`config.mk`:
```
export PLATFORM = sky130hd
export DESIGN_NAME = ibex_stim_phase_ctrl_flat
export DESIGN_NICKNAME = d
export VERILOG_FILES = /design/src/rtl/ibex_stim_phase_ctrl_if.sv /design/src/rtl/ibex_stim_phase_ctrl.sv /design/src/flat_wrapper.sv
export SDC_FILE = /design/constraint.sdc
export NUM_CORES = 1
export LEC_CHECK = 0
export CORE_ASPECT_RATIO = 0.5
export CORE_MARGIN = 2
export CORE_UTILIZATION = 63
export CTS_CLUSTER_SIZE = 40
export DETAILED_ROUTE_END_ITERATION = 10
export DONT_BUFFER_PORTS = 1
export PLACE_DENSITY = 0.78
export SYNTH_ARGS = -nofsm -noshare
export SYNTH_HDL_FRONTEND = slang
export SYNTH_SLANG_ARGS = --single-unit
```
`constraint.sdc`:
```
create_clock -name clk_i -period 3.13 [get_ports clk_i]
set_input_delay 0.1565 -clock clk_i [delete_from_list [all_inputs] [get_ports clk_i]]
set_output_delay 0.1565 -clock clk_i [all_outputs]
set_load 0.02 [all_outputs]
```
`src/rtl/ibex_stim_phase_ctrl_if.sv`:
```
// ibex_stim_phase_ctrl_if: fetch port and random-source handshake between the core side and the phase controller
interface ibex_stim_phase_ctrl_if;
  logic        instr_req;
  logic [31:0] instr_addr;
  logic        instr_gnt;
  logic        instr_rvalid;
  logic [31:0] instr_rdata;
  logic        instr_err;
  logic        rand_valid;
  logic [31:0] rand_instr;
  logic        rand_ready;
  modport master (
    output instr_req, instr_addr, rand_valid, rand_instr,
    input  instr_gnt, instr_rvalid, instr_rdata, instr_err, rand_ready
  );
  modport slave (
    input  instr_req, instr_addr, rand_valid, rand_instr,
    output instr_gnt, instr_rvalid, instr_rdata, instr_err, rand_ready
  );
endinterface

```
`src/rtl/ibex_stim_phase_ctrl.sv`:
```
// ibex_stim_phase_ctrl: FLUSH / (BURST, DRAIN) x NUM_ITER fetch sequencer counting granted fetches.
// Define IBEX_STIM_STARVE_TIMEOUT_EN to substitute a NOP after MAX_WAIT starved BURST cycles.
module ibex_stim_phase_ctrl #(
  parameter int FLUSH_FETCHES = 100,
  parameter int BURST_FETCHES = 64,
  parameter int DRAIN_FETCHES = 16,
  parameter int NUM_ITER      = 4,
  parameter int MAX_WAIT      = 8
) (
  input  logic                        clk_i,
  input  logic                        rst_i,
  input  logic                        start_i,
  ibex_stim_phase_ctrl_if.slave       bus,
  output logic [2:0]                  phase_o,
  output logic [15:0]                 iter_o,
  output logic                        done_o,
  output logic [15:0]                 starve_cnt_o
);
  localparam logic [31:0] NOP = 32'h0000_0013;
  typedef enum logic [2:0] {IDLE, FLUSH, BURST, DRAIN, DONE} state_e;
  state_e      state_q, state_d;
  logic [31:0] cnt_q, rdata_q, lim;
  logic [15:0] iter_q;
  logic        rvalid_q, timeout, last;
  logic        unused_ok;
`ifdef IBEX_STIM_STARVE_TIMEOUT_EN
  logic [15:0] wait_q, starve_q;
  assign timeout = wait_q == 16'(MAX_WAIT) && !bus.rand_valid;
  always_ff @(posedge clk_i or posedge rst_i) begin
    if (rst_i) begin
      wait_q   <= '0;
      starve_q <= '0;
    end else begin
      wait_q <= (state_q == BURST && state_d == BURST && bus.instr_req && !bus.instr_gnt) ? wait_q + 16'd1 : '0;
      if (state_q == BURST && bus.instr_gnt && !bus.rand_valid && starve_q != 16'hFFFF) starve_q <= starve_q + 16'd1;
    end
  end
  assign starve_cnt_o = starve_q;
`else
  assign timeout      = 1'b0;
  assign starve_cnt_o = '0;
`endif
  // Grant is forced low during reset; only BURST can stall on the random source.
  assign bus.instr_gnt  = !rst_i && bus.instr_req && (state_q != BURST || bus.rand_valid || timeout);
  assign bus.rand_ready = state_q == BURST && bus.instr_req;
  assign lim  = state_q == FLUSH ? 32'(FLUSH_FETCHES - 1) : state_q == BURST ? 32'(BURST_FETCHES - 1) : 32'(DRAIN_FETCHES - 1);
  assign last = bus.instr_gnt && cnt_q == lim;
  always_comb begin
    state_d = state_q;
    if (state_q == IDLE) state_d = start_i ? FLUSH : IDLE;
    else if (last) state_d = state_q == FLUSH ? BURST : state_q == BURST ? DRAIN : state_q == DRAIN ? (iter_q < 16'(NUM_ITER - 1) ? BURST : DONE) : state_q;
  end
  always_ff @(posedge clk_i or posedge rst_i) begin
    if (rst_i) begin
      state_q  <= IDLE;
      cnt_q    <= '0;
      iter_q   <= '0;
      rvalid_q <= 1'b0;
      rdata_q  <= NOP;
    end else begin
      state_q  <= state_d;
      cnt_q    <= state_d != state_q ? '0 : cnt_q + 32'(bus.instr_gnt);
      iter_q   <= iter_q + 16'(state_q == DRAIN && state_d == BURST);
      rvalid_q <= bus.instr_gnt;
      if (bus.instr_gnt) rdata_q <= (state_q == BURST && bus.rand_valid) ? bus.rand_instr : NOP;
    end
  end
  assign bus.instr_rvalid = rvalid_q;
  assign bus.instr_rdata  = rdata_q;
  assign bus.instr_err    = 1'b0;
  assign phase_o          = state_q;
  assign iter_o           = iter_q;
  assign done_o           = state_q == DONE;
  assign unused_ok        = ^{bus.instr_addr, 32'(MAX_WAIT)};
endmodule

```
`src/flat_wrapper.sv`:
```
// flat-port wrapper written by rule: the top's interface ports become plain ports
module ibex_stim_phase_ctrl_flat 
#(
  parameter int FLUSH_FETCHES = 100,
  parameter int BURST_FETCHES = 64,
  parameter int DRAIN_FETCHES = 16,
  parameter int NUM_ITER      = 4,
  parameter int MAX_WAIT      = 8
)
  (clk_i, rst_i, start_i, phase_o, iter_o, done_o, starve_cnt_o, bus_instr_req, bus_instr_addr, bus_rand_valid, bus_rand_instr, bus_instr_gnt, bus_instr_rvalid, bus_instr_rdata, bus_instr_err, bus_rand_ready);
  ibex_stim_phase_ctrl_if bus_i ();
  input  logic clk_i;
  input  logic rst_i;
  input  logic start_i;
  output logic [2:0] phase_o;
  output logic [15:0] iter_o;
  output logic done_o;
  output logic [15:0] starve_cnt_o;
  input wire logic [$bits(bus_i.instr_req)-1:0] bus_instr_req;
  input wire logic [$bits(bus_i.instr_addr)-1:0] bus_instr_addr;
  input wire logic [$bits(bus_i.rand_valid)-1:0] bus_rand_valid;
  input wire logic [$bits(bus_i.rand_instr)-1:0] bus_rand_instr;
  output wire logic [$bits(bus_i.instr_gnt)-1:0] bus_instr_gnt;
  output wire logic [$bits(bus_i.instr_rvalid)-1:0] bus_instr_rvalid;
  output wire logic [$bits(bus_i.instr_rdata)-1:0] bus_instr_rdata;
  output wire logic [$bits(bus_i.instr_err)-1:0] bus_instr_err;
  output wire logic [$bits(bus_i.rand_ready)-1:0] bus_rand_ready;
  assign bus_i.instr_req = bus_instr_req;
  assign bus_i.instr_addr = bus_instr_addr;
  assign bus_i.rand_valid = bus_rand_valid;
  assign bus_i.rand_instr = bus_rand_instr;
  assign bus_instr_gnt = bus_i.instr_gnt;
  assign bus_instr_rvalid = bus_i.instr_rvalid;
  assign bus_instr_rdata = bus_i.instr_rdata;
  assign bus_instr_err = bus_i.instr_err;
  assign bus_rand_ready = bus_i.rand_ready;
  ibex_stim_phase_ctrl #(.FLUSH_FETCHES(FLUSH_FETCHES), .BURST_FETCHES(BURST_FETCHES), .DRAIN_FETCHES(DRAIN_FETCHES), .NUM_ITER(NUM_ITER), .MAX_WAIT(MAX_WAIT)) u_core (.clk_i(clk_i), .rst_i(rst_i), .start_i(start_i), .bus(bus_i), .phase_o(phase_o), .iter_o(iter_o), .done_o(done_o), .starve_cnt_o(starve_cnt_o));
endmodule
```
# ---- After elaboration in Yosys (flattened, before gate mapping)
# Cells that the tools add are included.
# W data, S select, Z words.
dict set report classes {
  add_sub_neg 2
  n_mul 0
  div_mod_pow 0
  magnitude_cmp 1
  n_eq_ne 8
  shift 0
  mux 11
  n_bitwise 0
  n_reduce_logical 9
}
# cell count
set ops {}
lappend ops {{$mux W32} 3}
lappend ops {{$add A32 B1 Y32} 1}
lappend ops {{$eq A32 B32 Y1} 1}
lappend ops {{$mux W3} 6}
lappend ops {{$add A16 B1 Y16} 1}
lappend ops {{$lt A16 B2 Y1 const B} 1}
lappend ops {{$eq A3 B2 Y1 const B} 3}
lappend ops {{$logic_and A1 B1 Y1} 6}
lappend ops {{$mux W6} 1}
lappend ops {{$eq A3 B1 Y1 const B} 1}
lappend ops {{$eq A3 B3 Y1 const B} 1}
lappend ops {{$logic_not A3 Y1} 1}
lappend ops {{$ne A3 B2 Y1 const B} 1}
lappend ops {{$ne A3 B3 Y1} 1}
lappend ops {{$logic_not A1 Y1} 1}
lappend ops {{$logic_or A1 B1 Y1} 1}
lappend ops {{$mux W1} 1}
dict set report word_totals {
  register_bits 84
  latchBits 0
  mem_bits_rw 0
  romBits 0
  inputBits 69
  elab_cells 36
  mem_count 0
}

# ---- Depth between registers and ports, before layout
dict set report depth {
  depth_word 10
  depth_mapped 13
}

# ---- Worst setup path before layout
# No wires, ideal clock.
dict set report synth_path {
  path_kind {register to register}
  from {register u_core.state_q[1], in the netlist u_core.phase_o[1]}
  to {register u_core.cnt_q[28]}
  setup_time_ns 0.118
  arrival_time_ns 2.857
  slack_ns 0.154
  path_stages_with_launch 14
  period_less_slack_ns 2.976
  cell_sequence {dfrtp_1 -> buf_4 -> or3b_1 -> o21ai_4 -> buf_2 -> inv_1 -> ha_1 -> ha_1 -> and3_1 -> clkbuf_1 -> and3_1 -> nand4_1 -> xor2_1 -> nor2_1}
}
dict set report synth_between {
  word_cells_on_any_way 19
}
# element line_no
set synth_lines {}
lappend synth_lines {{start, declared} ibex_stim_phase_ctrl.sv:21} ;# state_e state_q, state_d;
lappend synth_lines {{start signal, assigned} ibex_stim_phase_ctrl.sv:61} ;# state_q <= state_d;
lappend synth_lines {{$ne A3 B2 Y1 *} ibex_stim_phase_ctrl.sv:44} ;# assign bus.instr_gnt = !rst_i && bus.instr_req && (state_q != BURST || bus.rand_valid || timeout);
lappend synth_lines {{$logic_or A1 B1 Y1 *} ibex_stim_phase_ctrl.sv:44}
lappend synth_lines {{$logic_and A1 B1 Y1 *} ibex_stim_phase_ctrl.sv:44}
lappend synth_lines {{named net bus_instr_gnt} flat_wrapper.sv:23} ;# output wire logic [$bits(bus_i.instr_gnt)-1:0] bus_instr_gnt;
lappend synth_lines {{branches (longest 4 deep; another with $add A32 B1 Y32)} -}
lappend synth_lines {{$mux W32 *} ibex_stim_phase_ctrl.sv:62} ;# cnt_q <= state_d != state_q ? '0 : cnt_q + 32'(bus.instr_gnt);
lappend synth_lines {{end signal, assigned} ibex_stim_phase_ctrl.sv:62}
lappend synth_lines {{end, declared} ibex_stim_phase_ctrl.sv:22} ;# logic [31:0] cnt_q, rdata_q, lim;
# Mark *: on every way through the listed nets, which the timed path passes.
# A chain may end at the register's enable or synchronous reset.

# ---- Final worst setup path
dict set report layout_path {
  from {register u_core.state_q[1], in the netlist u_core.phase_o[1]}
  to {register u_core.iter_q[8], in the netlist u_core.iter_o[8]}
}
dict set report layout_between {
  elab_chain_len 10
  word_cells_on_any_way 19
}
# element line_no
set layout_rtl {}
lappend layout_rtl {{$eq A3 B2 Y1} {ibex_stim_phase_ctrl.sv:46, ibex_stim_phase_ctrl.sv:51}}
lappend layout_rtl {{$mux W6} ibex_stim_phase_ctrl.sv:46} ;# assign lim = state_q == FLUSH ? 32'(FLUSH_FETCHES - 1) : state_q == BURST ? 32'(BURST_FETCHES - 1) : 32'(DRAIN ...
lappend layout_rtl {{$mux W32} ibex_stim_phase_ctrl.sv:46}
lappend layout_rtl {{$eq A32 B32 Y1} ibex_stim_phase_ctrl.sv:47} ;# assign last = bus.instr_gnt && cnt_q == lim;
lappend layout_rtl {{$logic_and A1 B1 Y1} ibex_stim_phase_ctrl.sv:47}
lappend layout_rtl {{$mux W3} ibex_stim_phase_ctrl.sv:51} ;# else if (last) state_d = state_q == FLUSH ? BURST : state_q == BURST ? DRAIN : state_q == DRAIN ? (iter_q < 16 ...
lappend layout_rtl {{$mux W3} ibex_stim_phase_ctrl.sv:50} ;# if (state_q == IDLE) state_d = start_i ? FLUSH : IDLE;
lappend layout_rtl {{$eq A3 B2 Y1} ibex_stim_phase_ctrl.sv:63} ;# iter_q <= iter_q + 16'(state_q == DRAIN && state_d == BURST);
lappend layout_rtl {{$logic_and A1 B1 Y1 *} ibex_stim_phase_ctrl.sv:63}
lappend layout_rtl {{$add A16 B1 Y16 *} ibex_stim_phase_ctrl.sv:63}
lappend layout_rtl {{end signal, assigned} ibex_stim_phase_ctrl.sv:63}
lappend layout_rtl {{end, declared} ibex_stim_phase_ctrl.sv:23} ;# logic [15:0] iter_q;
# Every way passes the cells marked *; elsewhere a longest branch is shown, timed or not.

==> out/metrics.csv <==
stage;metric;value;unit
outcome;outcome;finished, final reports clean;
place;dpl_cell_area;4110;µm²
sta;min_period;2.86;ns
logic_synthesis;synth_xor_area_share;8.88;%
pwr;p_leak;2.16;nW
die;fp.dieArea;7110;µm²
drt;vias;3065;
grt;gr-usage-all-layers;27.5;%
sta;slew_headroom;33.1;%
die;io_pins;141;
min_path;hold_path.class;in2reg;
clock_network;clk_path_buf_depth;2;
logic_synthesis;synthAdderAreaFrac;1.24;%
drt;drc_errors;0;
logic_synthesis;synth_async_sr_flop_share;100;%
critical_path;crit_path_start_kind;register;
clock_network;cts_made_buffers;9;
critical_path;r2r-start;u_core.phase_o[1];
layout;diodes;0;
critical_path;arrival;3.12;ns
drt;drt_iter0_drc;287;
min_path;whs_endpoint;u_core.bus.instr_rdata[0];
place;pre_cts_slack;0.0733;ns
place;dp_hpwl;5680;µm
layout;fin_area;4780;µm²
drt;detail-route-antenna-nets;0;
sta;finalHoldViolCount;0;
layout;drive_above_1_share;13.1;%
logic_synthesis;synthSimpleGateAreaFrac;21.0;%
die;fp.dieW;117;µm
logic_synthesis;synth-compound-area-share;9.90;%
clock_network;cts_root_buf;clkbuf_16;
layout;seq_area;2110;µm²
layout;n_fill_cell;394;
critical_path;reg2reg_setup_slack;0.27;ns
logic_synthesis;netlist_area;4040;µm²
place;gp_congestion;0.849;
grt;grt_pass1_wl;15100;µm
logic_synthesis;yosysUniqueCellTypes;47;
critical_path;worst-setup-path-type;reg2reg;
critical_path;crit_slowest_cell;or3b_4;
grt;antenna_found_initial;0;
place;portBuffers;0;
clock_network;clk_pin_slew_worst_paths;0.06;ns
sta;worst_slew_pin_slew;1.00;ns
logic_synthesis;synthMuxAreaShare;0.526;%
grt;grt_pass1_vias;2974;
die;coreArea;6130;µm²
logic_synthesis;ys_warn_count;0;
critical_path;r2r.worst_path.cells;11;
critical_path;r2r_end;u_core.iter_o[8];
pwr;irDropWorstVdd;388;µV
place;place_inst;458;
logic_synthesis;synthCells;372;
flow_run;cap_violations;0;
layout;instances_no_fill;507;
logic_synthesis;yosys_register_bits;84;
grt;grt_max_degree;53;
sta;slew_violations;0;
sta;holdWs;0.110;ns
logic_synthesis;synth_edf_count;0;
drt;dr.pass1.iters;4;
clock_network;htreeDepth;3;
min_path;whs_path_depth;2;
sta;clock.fmax;350;MHz
critical_path;cp_slowest_stage_delay;0.45;ns
sta;min_period_over_period;91.4;%
pwr;power;2.39;mW
clock_network;insertion_delay;0.34;ns
die;fp.dieH;60.7;µm
drt;wirelength;9310;µm
critical_path;required;3.39;ns
critical_path;cp-end-kind;register;
sta;grt_setup_unrepaired;no;
layout;fin_util;77.9;%
pwr;power_per_cell_area;499;nW/µm²
layout;multi_input_area;1800;µm²
clock_network;cts.sinks;84;
logic_synthesis;syn_area_per_cell;10.9;µm²
logic_synthesis;yosysSeqAreaShare;52.1;%
critical_path;crit_chain;or3b_4 -> xnor2_1 -> nor3_2 -> nand3_1 -> nor3_1 -> ha_1 -> ha_1 -> and2_1 -> buf_4 -> nor3b_1 -> xnor2_1;
drt;via_per_inst;6.05;
grt;grt-ovfl-total;0;
critical_path;critical_path.max_fanout;6;
sta;worst_slack;0.271;ns
logic_synthesis;ys.flop_type;dfrtp_1;
sta;skew;0.00823;ns
layout;fin_nets;487;
sta;setup_viol;0;
sta;finalSetupTns;0;ns
die;initial_core_util;66.0;%
clock_network;tritoncts;done;
die;row_count;20;
drt;wl_per_cell;18.4;µm
layout;area_growth;18.1;%
min_path;hold_path.startpoint;bus_rand_valid;
logic_synthesis;synth_top_family_by_area;simple AND/OR/NAND/NOR gates;
-- report_power, final --
| part | total [mW] | internal [mW] | switching, mW |
|---|---|---|---|
| logic | 0.221 | 0.102 | 0.120 |
| registers | 1.18 | 1.13 | 0.0509 |
| clock network | 0.988 | 0.544 | 0.443 |
-- layout make-up --
type | instances | share of cell area [%]
tap | 88 | 2.31
clock buffer | 10 | 4.79
timing repair buffer | 48 | 9.27
multi-input combinational | 261 | 37.7
sequential | 84 | 44.1
clock inverter | 6 | 1.02
inverter | 10 | 0.812
-- metal layers --
metal | part of all wire, % | GRT usage [%] | wire length (µm)
met1 | 41 | 34.2 | 3860
met4 | 1.2 | 8.43 | 109
met5 | 0 | 0 | 0
met3 | 8.8 | 9.77 | 816
met2 | 49 | 47.3 | 4520
-- synth_stat cells, drive strengths merged (2+ instances only) --
cell / number / share of area [%]
buf: 30 / 5.0
o21bai: 2 / 0.37
nor4: 19 / 4.1
nand3: 21 / 2.8
nand4: 12 / 2.2
nor2: 35 / 3.4
or3: 6 / 0.93
a22o: 29 / 6.3
dfrtp: 81 / 50
nor2b: 2 / 0.31
clkbuf: 3 / 0.28
and3: 8 / 1.2
ha: 4 / 1.2
nor3b: 3 / 0.56
and4: 3 / 0.65
xor2: 11 / 2.4
dfstp: 3 / 1.9
a21oi: 5 / 0.62
nand2: 16 / 1.5
inv: 10 / 0.93
and2: 3 / 0.46
o21ai: 6 / 1.0
o22a: 3 / 0.65
xnor2: 30 / 6.5
nor3: 15 / 1.9
-- flip-flops by register name (all words and copies together) (netlist names) --
register,count
u_core.bus.instr_rdata,32
u_core.cnt_q,32
u_core.iter_o,16
u_core.phase_o,3
u_core.bus.instr_rvalid,1
-- repair_timing --
action / in CTS / in global routing
hold buffers: 33 / 0
endpoints found under the hold margin: 80 / 0
gates resized for setup: 0 / 10
buffers inserted: 0 / 0
endpoints found under the setup margin: 0 / 5
-- layout by cell type (no fill, tap or decap), drive strengths merged, types with 4 or more instances in the layout --
cell / instances
a21oi: 5
a22o: 29
and3: 8
buf: 15
clkbuf: 10
conb: 17
dfrtp: 81
dlygate4sd3: 33
ha: 4
inv: 11
nand2: 16
nand3: 21
nand4: 12
nor2: 35
nor3: 15
nor4: 19
o21ai: 6
or3: 6
xnor2: 30
xor2: 11
-- critical path, delay by kind of cell (launching register included) --
kind | cells | cell delay (ns)
xor gates and xnor gates | 2 | 0.32
and+or+nand+nor | 6 | 1.45
buffers and inverters | 1 | 0.15
adders and majority gates | 2 | 0.42
DFF | 1 | 0.44
-- worst max path at each step --
stage                           start          endpoint  slack [ns]  depth (start not counted)
detailed placement    u_core.cnt_q[7]  u_core.iter_o[8]        0.07                         11
finish              u_core.phase_o[1]  u_core.iter_o[8]        0.27                         11
floorplan           u_core.phase_o[1]  u_core.cnt_q[28]        0.15                         13
global placement      u_core.cnt_q[7]  u_core.iter_o[8]        0.13                         11
global route          u_core.cnt_q[8]  u_core.iter_o[8]        0.02                         11
CTS                 u_core.phase_o[1]  u_core.iter_o[8]       0.009                         11
-- logic make-up after synthesis --
logic type,count (synthesis)
AND/OR/NAND/NOR,147
other,1
buffers and inverters,43
multiplexers,2
XOR/XNOR,41
adder cells (fa/ha/maj),4
AO/OA/AOI/OAI,50
flip-flops,84
No activity file was read; power rests on OpenSTA's default activity.
